**config.mk**
```make
export PLATFORM = sky130hd
export DESIGN_NAME = ps2_keyboard_rx
export DESIGN_NICKNAME = d
export VERILOG_FILES = /design/src/rtl/ps2_keyboard_rx.sv
export SDC_FILE = /design/constraint.sdc
export NUM_CORES = 1
export LEC_CHECK = 0
export ABC_AREA = 1
export BUFFER_PORTS_ARGS = -buffer_cell sky130_fd_sc_hd__buf_2
export CAP_MARGIN = 20
export CORE_ASPECT_RATIO = 1.5
export CORE_MARGIN = 1.5
export CORE_UTILIZATION = 60
export DETAILED_ROUTE_END_ITERATION = 8
export MAX_ROUTING_LAYER = met4
export PLACE_DENSITY = 0.83
export SETUP_SLACK_MARGIN = 0.4
export SLEW_MARGIN = 20
export SYNTH_ARGS = -nofsm -noshare
export SYNTH_HDL_FRONTEND = slang
export SYNTH_SLANG_ARGS = --single-unit
```
**constraint.sdc**
```tcl
create_clock -name CLOCK_50 -period 4.4 [get_ports CLOCK_50]
set_clock_uncertainty 0.05 [all_clocks]
set_input_delay 0.22 -clock CLOCK_50 [delete_from_list [all_inputs] [get_ports CLOCK_50]]
set_output_delay 0.22 -clock CLOCK_50 [all_outputs]
set_load 0.03 [all_outputs]
```
**src/rtl/ps2_keyboard_rx.sv**
```systemverilog
// PS/2 keyboard receiver: synchronises and deglitches the PS/2 pins, deframes
// 11-bit frames, and folds E0/F0 prefixes into flags on a single key event.
module ps2_keyboard_rx #(
    parameter int FILTER_LEN     = 8,
    parameter int TIMEOUT_CYCLES = 50000
) (
    input  logic       CLOCK_50,
    input  logic       resetn,
    input  logic       PS2_CLK,
    input  logic       PS2_DAT,
    output logic [7:0] scan_code,
    output logic       key_released,
    output logic       key_extended,
    output logic       key_valid,
    output logic       frame_err
);

    localparam int FW = (FILTER_LEN > 1) ? $clog2(FILTER_LEN) : 1;
    localparam int TW = (TIMEOUT_CYCLES > 1) ? $clog2(TIMEOUT_CYCLES) : 1;
    localparam logic [FW-1:0] FILT_LAST = FW'(FILTER_LEN - 1);
    localparam logic [TW-1:0] TO_LAST   = TW'(TIMEOUT_CYCLES - 1);

    localparam logic [1:0] S_IDLE   = 2'd0;
    localparam logic [1:0] S_DATA   = 2'd1;
    localparam logic [1:0] S_PARITY = 2'd2;
    localparam logic [1:0] S_STOP   = 2'd3;

    logic [1:0]    clk_sync_q, dat_sync_q;
    logic          filt_q, filt_d, filt_prev_q;
    logic [FW-1:0] filt_cnt_q, filt_cnt_d;
    logic [1:0]    state_q, state_d;
    logic [2:0]    bit_cnt_q, bit_cnt_d;
    logic [7:0]    shift_q, shift_d;
    logic          par_q, par_d;
    logic [TW-1:0] to_cnt_q, to_cnt_d;
    logic          ext_q, ext_d, brk_q, brk_d;
    logic [7:0]    scan_q, scan_d;
    logic          rel_q, rel_d, extd_q, extd_d;
    logic          valid_q, valid_d, err_q, err_d;

    logic clk_s, dat_s, fall;

    assign clk_s = clk_sync_q[1];
    assign dat_s = dat_sync_q[1];
    // One-cycle strobe on the filtered clock's 1->0 transition
    assign fall  = filt_prev_q & ~filt_q;

    always_comb begin
        filt_d     = filt_q;
        filt_cnt_d = '0;
        if (clk_s != filt_q) begin
            if (filt_cnt_q == FILT_LAST) begin
                filt_d = clk_s;
            end else begin
                filt_cnt_d = filt_cnt_q + FW'(1);
            end
        end
    end

    always_comb begin
        state_d   = state_q;
        bit_cnt_d = bit_cnt_q;
        shift_d   = shift_q;
        par_d     = par_q;
        ext_d     = ext_q;
        brk_d     = brk_q;
        scan_d    = scan_q;
        rel_d     = rel_q;
        extd_d    = extd_q;
        valid_d   = 1'b0;
        err_d     = 1'b0;
        to_cnt_d  = (state_q == S_IDLE || fall) ? '0 : to_cnt_q + TW'(1);

        if (fall) begin
            case (state_q)
                S_IDLE: begin
                    if (!dat_s) begin
                        state_d   = S_DATA;
                        bit_cnt_d = 3'd0;
                    end
                end
                S_DATA: begin
                    shift_d   = {dat_s, shift_q[7:1]};
                    bit_cnt_d = bit_cnt_q + 3'd1;
                    if (bit_cnt_q == 3'd7) state_d = S_PARITY;
                end
                S_PARITY: begin
                    par_d   = dat_s;
                    state_d = S_STOP;
                end
                default: begin
                    state_d = S_IDLE;
                    if (dat_s && (^{shift_q, par_q})) begin
                        if (shift_q == 8'hE0) begin
                            ext_d = 1'b1;
                        end else if (shift_q == 8'hF0) begin
                            brk_d = 1'b1;
                        end else begin
                            scan_d  = shift_q;
                            rel_d   = brk_q;
                            extd_d  = ext_q;
                            valid_d = 1'b1;
                            ext_d   = 1'b0;
                            brk_d   = 1'b0;
                        end
                    end else begin
                        err_d = 1'b1;
                        ext_d = 1'b0;
                        brk_d = 1'b0;
                    end
                end
            endcase
        end else if (state_q != S_IDLE && to_cnt_q == TO_LAST) begin
            // Stalled partial frame: drop it and any pending prefixes
            state_d = S_IDLE;
            err_d   = 1'b1;
            ext_d   = 1'b0;
            brk_d   = 1'b0;
        end
    end

    always_ff @(posedge CLOCK_50 or negedge resetn) begin
        if (!resetn) begin
            clk_sync_q  <= 2'b11;
            dat_sync_q  <= 2'b11;
            filt_q      <= 1'b1;
            filt_prev_q <= 1'b1;
            filt_cnt_q  <= '0;
            state_q     <= S_IDLE;
            bit_cnt_q   <= 3'd0;
            shift_q     <= 8'h00;
            par_q       <= 1'b0;
            to_cnt_q    <= '0;
            ext_q       <= 1'b0;
            brk_q       <= 1'b0;
            scan_q      <= 8'h00;
            rel_q       <= 1'b0;
            extd_q      <= 1'b0;
            valid_q     <= 1'b0;
            err_q       <= 1'b0;
        end else begin
            clk_sync_q  <= {clk_sync_q[0], PS2_CLK};
            dat_sync_q  <= {dat_sync_q[0], PS2_DAT};
            filt_q      <= filt_d;
            filt_prev_q <= filt_q;
            filt_cnt_q  <= filt_cnt_d;
            state_q     <= state_d;
            bit_cnt_q   <= bit_cnt_d;
            shift_q     <= shift_d;
            par_q       <= par_d;
            to_cnt_q    <= to_cnt_d;
            ext_q       <= ext_d;
            brk_q       <= brk_d;
            scan_q      <= scan_d;
            rel_q       <= rel_d;
            extd_q      <= extd_d;
            valid_q     <= valid_d;
            err_q       <= err_d;
        end
    end

    assign scan_code    = scan_q;
    assign key_released = rel_q;
    assign key_extended = extd_q;
    assign key_valid    = valid_q;
    assign frame_err    = err_q;

endmodule

```
======== Word level (Yosys, flattened, before mapping) ========
Index checks and enable logic that the tools add are counted.
storage, ports and cells
  logic and storage cells ................. 86
  input bits .............................. 4
  flip-flop bits (word level) ............. 53
  output and inout bits ................... 12
operators by class
  muxes and demuxes ....................... 30
  add/sub/neg operators ................... 3
  eq/ne operators ......................... 14
  bitwise gates (word level) .............. 5
  reduce and logical (&&, ||, !) cells .... 17
operator list
  cell                   count
  $mux 1                 20
  $add 16x1->16 const B  1
  $eq 16x16->1 const B   1
  $eq 8x8->1 const B     2
  $mux 16                1
  $reduce_and 3->1       4
  $mux 3                 3
  $ne 3x3->1 const B     3
  $reduce_xor 9->1       1
  $mux 2                 4
  $add 3x1->3 const B    2
  $eq 3x3->1 const B     2
  $pmux 2 s3             1
  $pmux 3 s2             1
  $reduce_and 2->1       3
  $reduce_bool 2->1      3
  $reduce_and 5->1       1
  $ne 2x2->1 const B     2
  $ne 4x4->1 const B     1
  $not 1->1              4
  $reduce_or 3->1        1
  $eq 2x1->1 const B     1
  $eq 2x2->1 const B     1
  $logic_and 1x1->1      2
  other kinds (4)        4

======== Longest topological paths before layout ========
  depth in word-level cells ............... 6
  mapped depth ............................ 12
  mapped depth without buffers ............ 12

======== Least setup slack after synthesis ========
Ideal clock, no wire load.
  kind .................................... reg-to-reg
  start ................................... reg state_q[0]
  end ..................................... reg brk_q
  cell stages (with the launch flop) ...... 11
  data required time ...................... 4.233 ns
  path buffers ............................ 0
  data arrival time ....................... 1.409 ns
  path slack .............................. 2.824 ns
  cell sequence ........................... dfrtp_1 inv_1 ha_1 nor2_1 nand3_1 nor2_1 nand2_1 a21oi_1 nand2_1 nand2_1 nand2_1
between the ends
  word-level cells in the longest chain between the ends .. 4
  elaborated cells between the ends (all ways) .. 9
  classes of those cells .................. eq/ne: 3; reduce/logical: 6
ends and longest elaborated chain
  what                                                                          line  source
  start, declared                                                               31    logic [1:0] state_q, state_d;
  start signal, assigned                                                        147   state_q <= state_d;
  $eq 2x2->1, or another cell as far along                                      75    case (state_q)
  $reduce_or 3->1 (no source line) / $logic_and 1x1->1 (equally long branches)  n/a
  $ne 2x2->1 (no source line) / $reduce_bool 2->1 (equally long branches)       n/a
  $reduce_and 3->1 (no source line) (*)                                         n/a
  end signal, assigned                                                          153   brk_q <= brk_d;
  end, declared                                                                 36    logic ext_q, ext_d, brk_q, brk_d;
Mark *: on every way between the ends. The rest lies on a longest branch, timed or not.
A chain may end at the register's enable or synchronous reset.

======== Worst setup path in the final report ========
  start ................................... reg state_q[1]
  end ..................................... reg bit_cnt_q[0]
between the ends
  word-level cells in the longest chain between the ends .. 3
  elaborated cells between the ends (all ways) .. 6
  classes of those cells .................. eq/ne: 2; mux: 1; reduce/logical: 3
ends and longest elaborated chain
  what                                                                     line  source
  $eq 2x1->1 / $logic_not 2->1 (equally long branches)                     75
  $reduce_bool 2->1 (no source line) / $ne 2x2->1 (equally long branches)  n/a
  $reduce_and 3->1 (no source line)                                        n/a
  end signal, assigned                                                     148   bit_cnt_q <= bit_cnt_d;
  end, declared                                                            32    logic [2:0] bit_cnt_q, bit_cnt_d;
Several ways; a longest one is shown, not always the timed one.

==> impl_metrics.json <==
{
  "synthMuxAreaShare_pct": 0,
  "die_x_um": 56.1,
  "synth_top_family_by_area": "simple AND/OR/NAND/NOR gates",
  "cts_buffer_depth": 2,
  "fmax_ghz": 0.492,
  "synth_xor_area_share_pct": 1.33,
  "core_area_um2": 3990,
  "cp_common_cell": "inv_1",
  "ys_ff_latch": 53,
  "dieArea_um2": 4640,
  "hold_buffers": 3,
  "crit_chain": "inv_1 > ha_1 > inv_1 > nor2_1 > nand2_1 > o21ai_0",
  "die_h_um": 82.7,
  "cts_tree": "built",
  "status": "finished clean",
  "crit_required_ps": 4550,
  "syn_area_um2": 2540,
  "met3_usage_pct": 3.89,
  "via_count": 2002,
  "synth-adder-area-share_pct": 4.43,
  "cts_resized": 0,
  "dpl.hpwl_mm": 3.36,
  "port_buffers": 15,
  "start_util_pct": 63.6,
  "grt-busiest-layer": "met2",
  "layout_commonest_cell": "nand2_1",
  "worstPathMaxFanout": 19,
  "cts_made_buffers": 5,
  "synth.avg_cell_area_um2": 8.53,
  "io_pins": 16,
  "endpoint_kind": "flip-flop",
  "syn2layout_area_growth_pct": 8.62,
  "grt_use_total_pct": 22.4,
  "critPathArrivalTime_ps": 2180,
  "cp_top_family": "simple AND/OR/NAND/NOR gates",
  "clock_latency_ps": 310,
  "whs_ps": 296,
  "max_slew_margin_pct": 32.1,
  "slew_viol_final": 0,
  "wire_per_inst_um": 12.6,
  "final.period_utilization_pct": 46.2,
  "synth_compound_area_share_pct": 8.42,
  "use_met2_pct": 40.9,
  "antenna_left": 0,
  "crit_path_top_delay_cell": "nor2_1",
  "cellPowerDensity_nw_per_um2": 347,
  "power_leakage_nw": 1.37,
  "synth_seq_area_share_pct": 52.5,
  "critPathBufInv": 2,
  "setup.worst_path.start_class": "flip-flop",
  "fin_tns_setup_ps": 0,
  "hp-class": "flip-flop to flip-flop",
  "gp_congestion": 0.805,
  "grt_overflow": 0,
  "synth_cell_types": 30,
  "worst_pin_slew_ps": 1020,
  "htreeDepth": 2,
  "grtUsageMet1_pct": 24.5,
  "vias_per_cell": 5.48,
  "syn_nets": 311,
  "synth_simple_gate_area_share_pct": 26.9,
  "rsz0062_at_grt": "no",
  "first_iter_violations": 93,
  "drv_cap": 0,
  "cpPeakStageDelay_ps": 780,
  "setup_viol": 0,
  "dr.pass1.iters": 5,
  "n_antenna_cell": 0,
  "yosys_warnings": 0,
  "syn_inst": 298,
  "drt-total-wl_mm": 4.60,
  "grt_pass1_vias": 1789,
  "grt_max_degree": 54,
  "antenna_found_initial": 0,
  "total_power_w": 0.000958,
  "drcViolationCount": 0,
  "drive_gt1_share_pct": 12.5,
  "final_cell_mix": "nand2_1, dfrtp_1, inv_1, nor2_1, o21ai_0",
  "cts_root_buf": "clkbuf_8",
  "post_cts_buffers": 0,
  "peakVddDrop_mv": 0.274,
  "path_class": "flip-flop to flip-flop",
  "cts.sinks": 53,
  "layout.nets": 332,
  "finalHoldViolCount": 0,
  "path_clk_slew_ps": 100,
  "grt_pass1_wl_mm": 7.87,
  "rows": 28,
  "fin_crit_ps": 2030
}
cells in the mapped netlist (all sizes together):
cell type,count,area (um^2)
inv,35,131
ha,9,113
dfrtp,47,1180
nand4,20,125
xnor2,2,17.5
o211a,1,10.0
xor2,1,16.3
o21ai,23,115
nand2,88,338
a21oi,8,40.0
buf,3,23.8
nor2,26,100
nor4,1,6.26
nor3,8,50.1
o21bai,1,7.51
nand3,12,65.1
dfstp,6,158
a32o,2,20.0
o21a,1,7.51
a21boi,1,7.51
a31oi,1,6.26
clkbuf,2,7.51
registers in the layout, indices dropped and copies added, names as in the netlist:
register and flops:
ext_q 1, key_valid 1, filt_prev_q 1, state_q 2, bit_cnt_q 3, brk_q 1
frame_err 1, clk_sync_q 2, to_cnt_q 16, scan_code 8, key_released 1, shift_q 8
filt_q 1, key_extended 1, filt_cnt_q 3, par_q 1, dat_sync_q 2
cells by family (layout without fill, tap and decap cells):
| group | after synthesis | count (layout) |
|---|---|---|
| and+or+nand+nor | 155 | 155 |
| adders and majority gates | 9 | 9 |
| AOI/OAI and AO/OA | 38 | 38 |
| DFF | 53 | 53 |
| xor gates and xnor gates | 3 | 3 |
| buffers and inverters | 40 | 62 |
per-stage QoR:
| stage | utilization [%] | cell area (um^2) | worst slack (ps) | instances |
|---|---|---|---|---|
| after global routing | 69.1 | 2760 | 2140 | 365 |
| after detailed placement | 66.3 | 2650 | 2390 | 354 |
| after CTS | 69.1 | 2760 | 2360 | 365 |
| final | 69.1 | 2760 | 2370 | 365 |
| after floorplan | - | 2540 | 2820 | 298 |
| after global placement | 66.3 | 2650 | 2500 | 354 |
per-layer routing:
| metal | routed length [um] | part of all wire [%] |
|---|---|---|
| met1 | 1830 | 40 |
| met2 | 2530 | 55 |
| met4 | 92 | 2.0 |
| met3 | 143 | 3.1 |
| met5 | 0 | 0 |
final timing paths:
check	cells past startpoint	end	slack, ps	start
worst max-delay path	6	bit_cnt_q[0]	2370	state_q[1]
worst min-delay path	0	dat_sync_q[1]	300	dat_sync_q[0]
worst max register to register	6	bit_cnt_q[0]	2370	state_q[1]
worst min register to register	0	dat_sync_q[1]	300	dat_sync_q[0]
max in group asynchronous	3	bit_cnt_q[0]	3350	resetn
min in group asynchronous	3	key_valid	490	resetn
report_power, final:
| group | internal, W | switching [W] | leakage, nW |
|---|---|---|---|
| clock | 0.000112 | 0.000146 | 0.0422 |
| combinational | 0.0000466 | 0.000103 | 0.614 |
| sequential | 0.000527 | 0.0000238 | 0.717 |
| total | 0.000685 | 0.000273 | 1.37 |
area by class of cell:
| type | instances | area (um^2) |
|---|---|---|
| sequential | 53 | 1330 |
| fill | 340 | 1230 |
| multi-input combinational | 205 | 1040 |
| inverter | 35 | 131 |
| timing repair buffer | 19 | 113 |
| clock buffer | 7 | 76.3 |
| tap | 45 | 56.3 |
| clock inverter | 1 | 5.00 |
No activity file was read; power rests on OpenSTA's default activity.
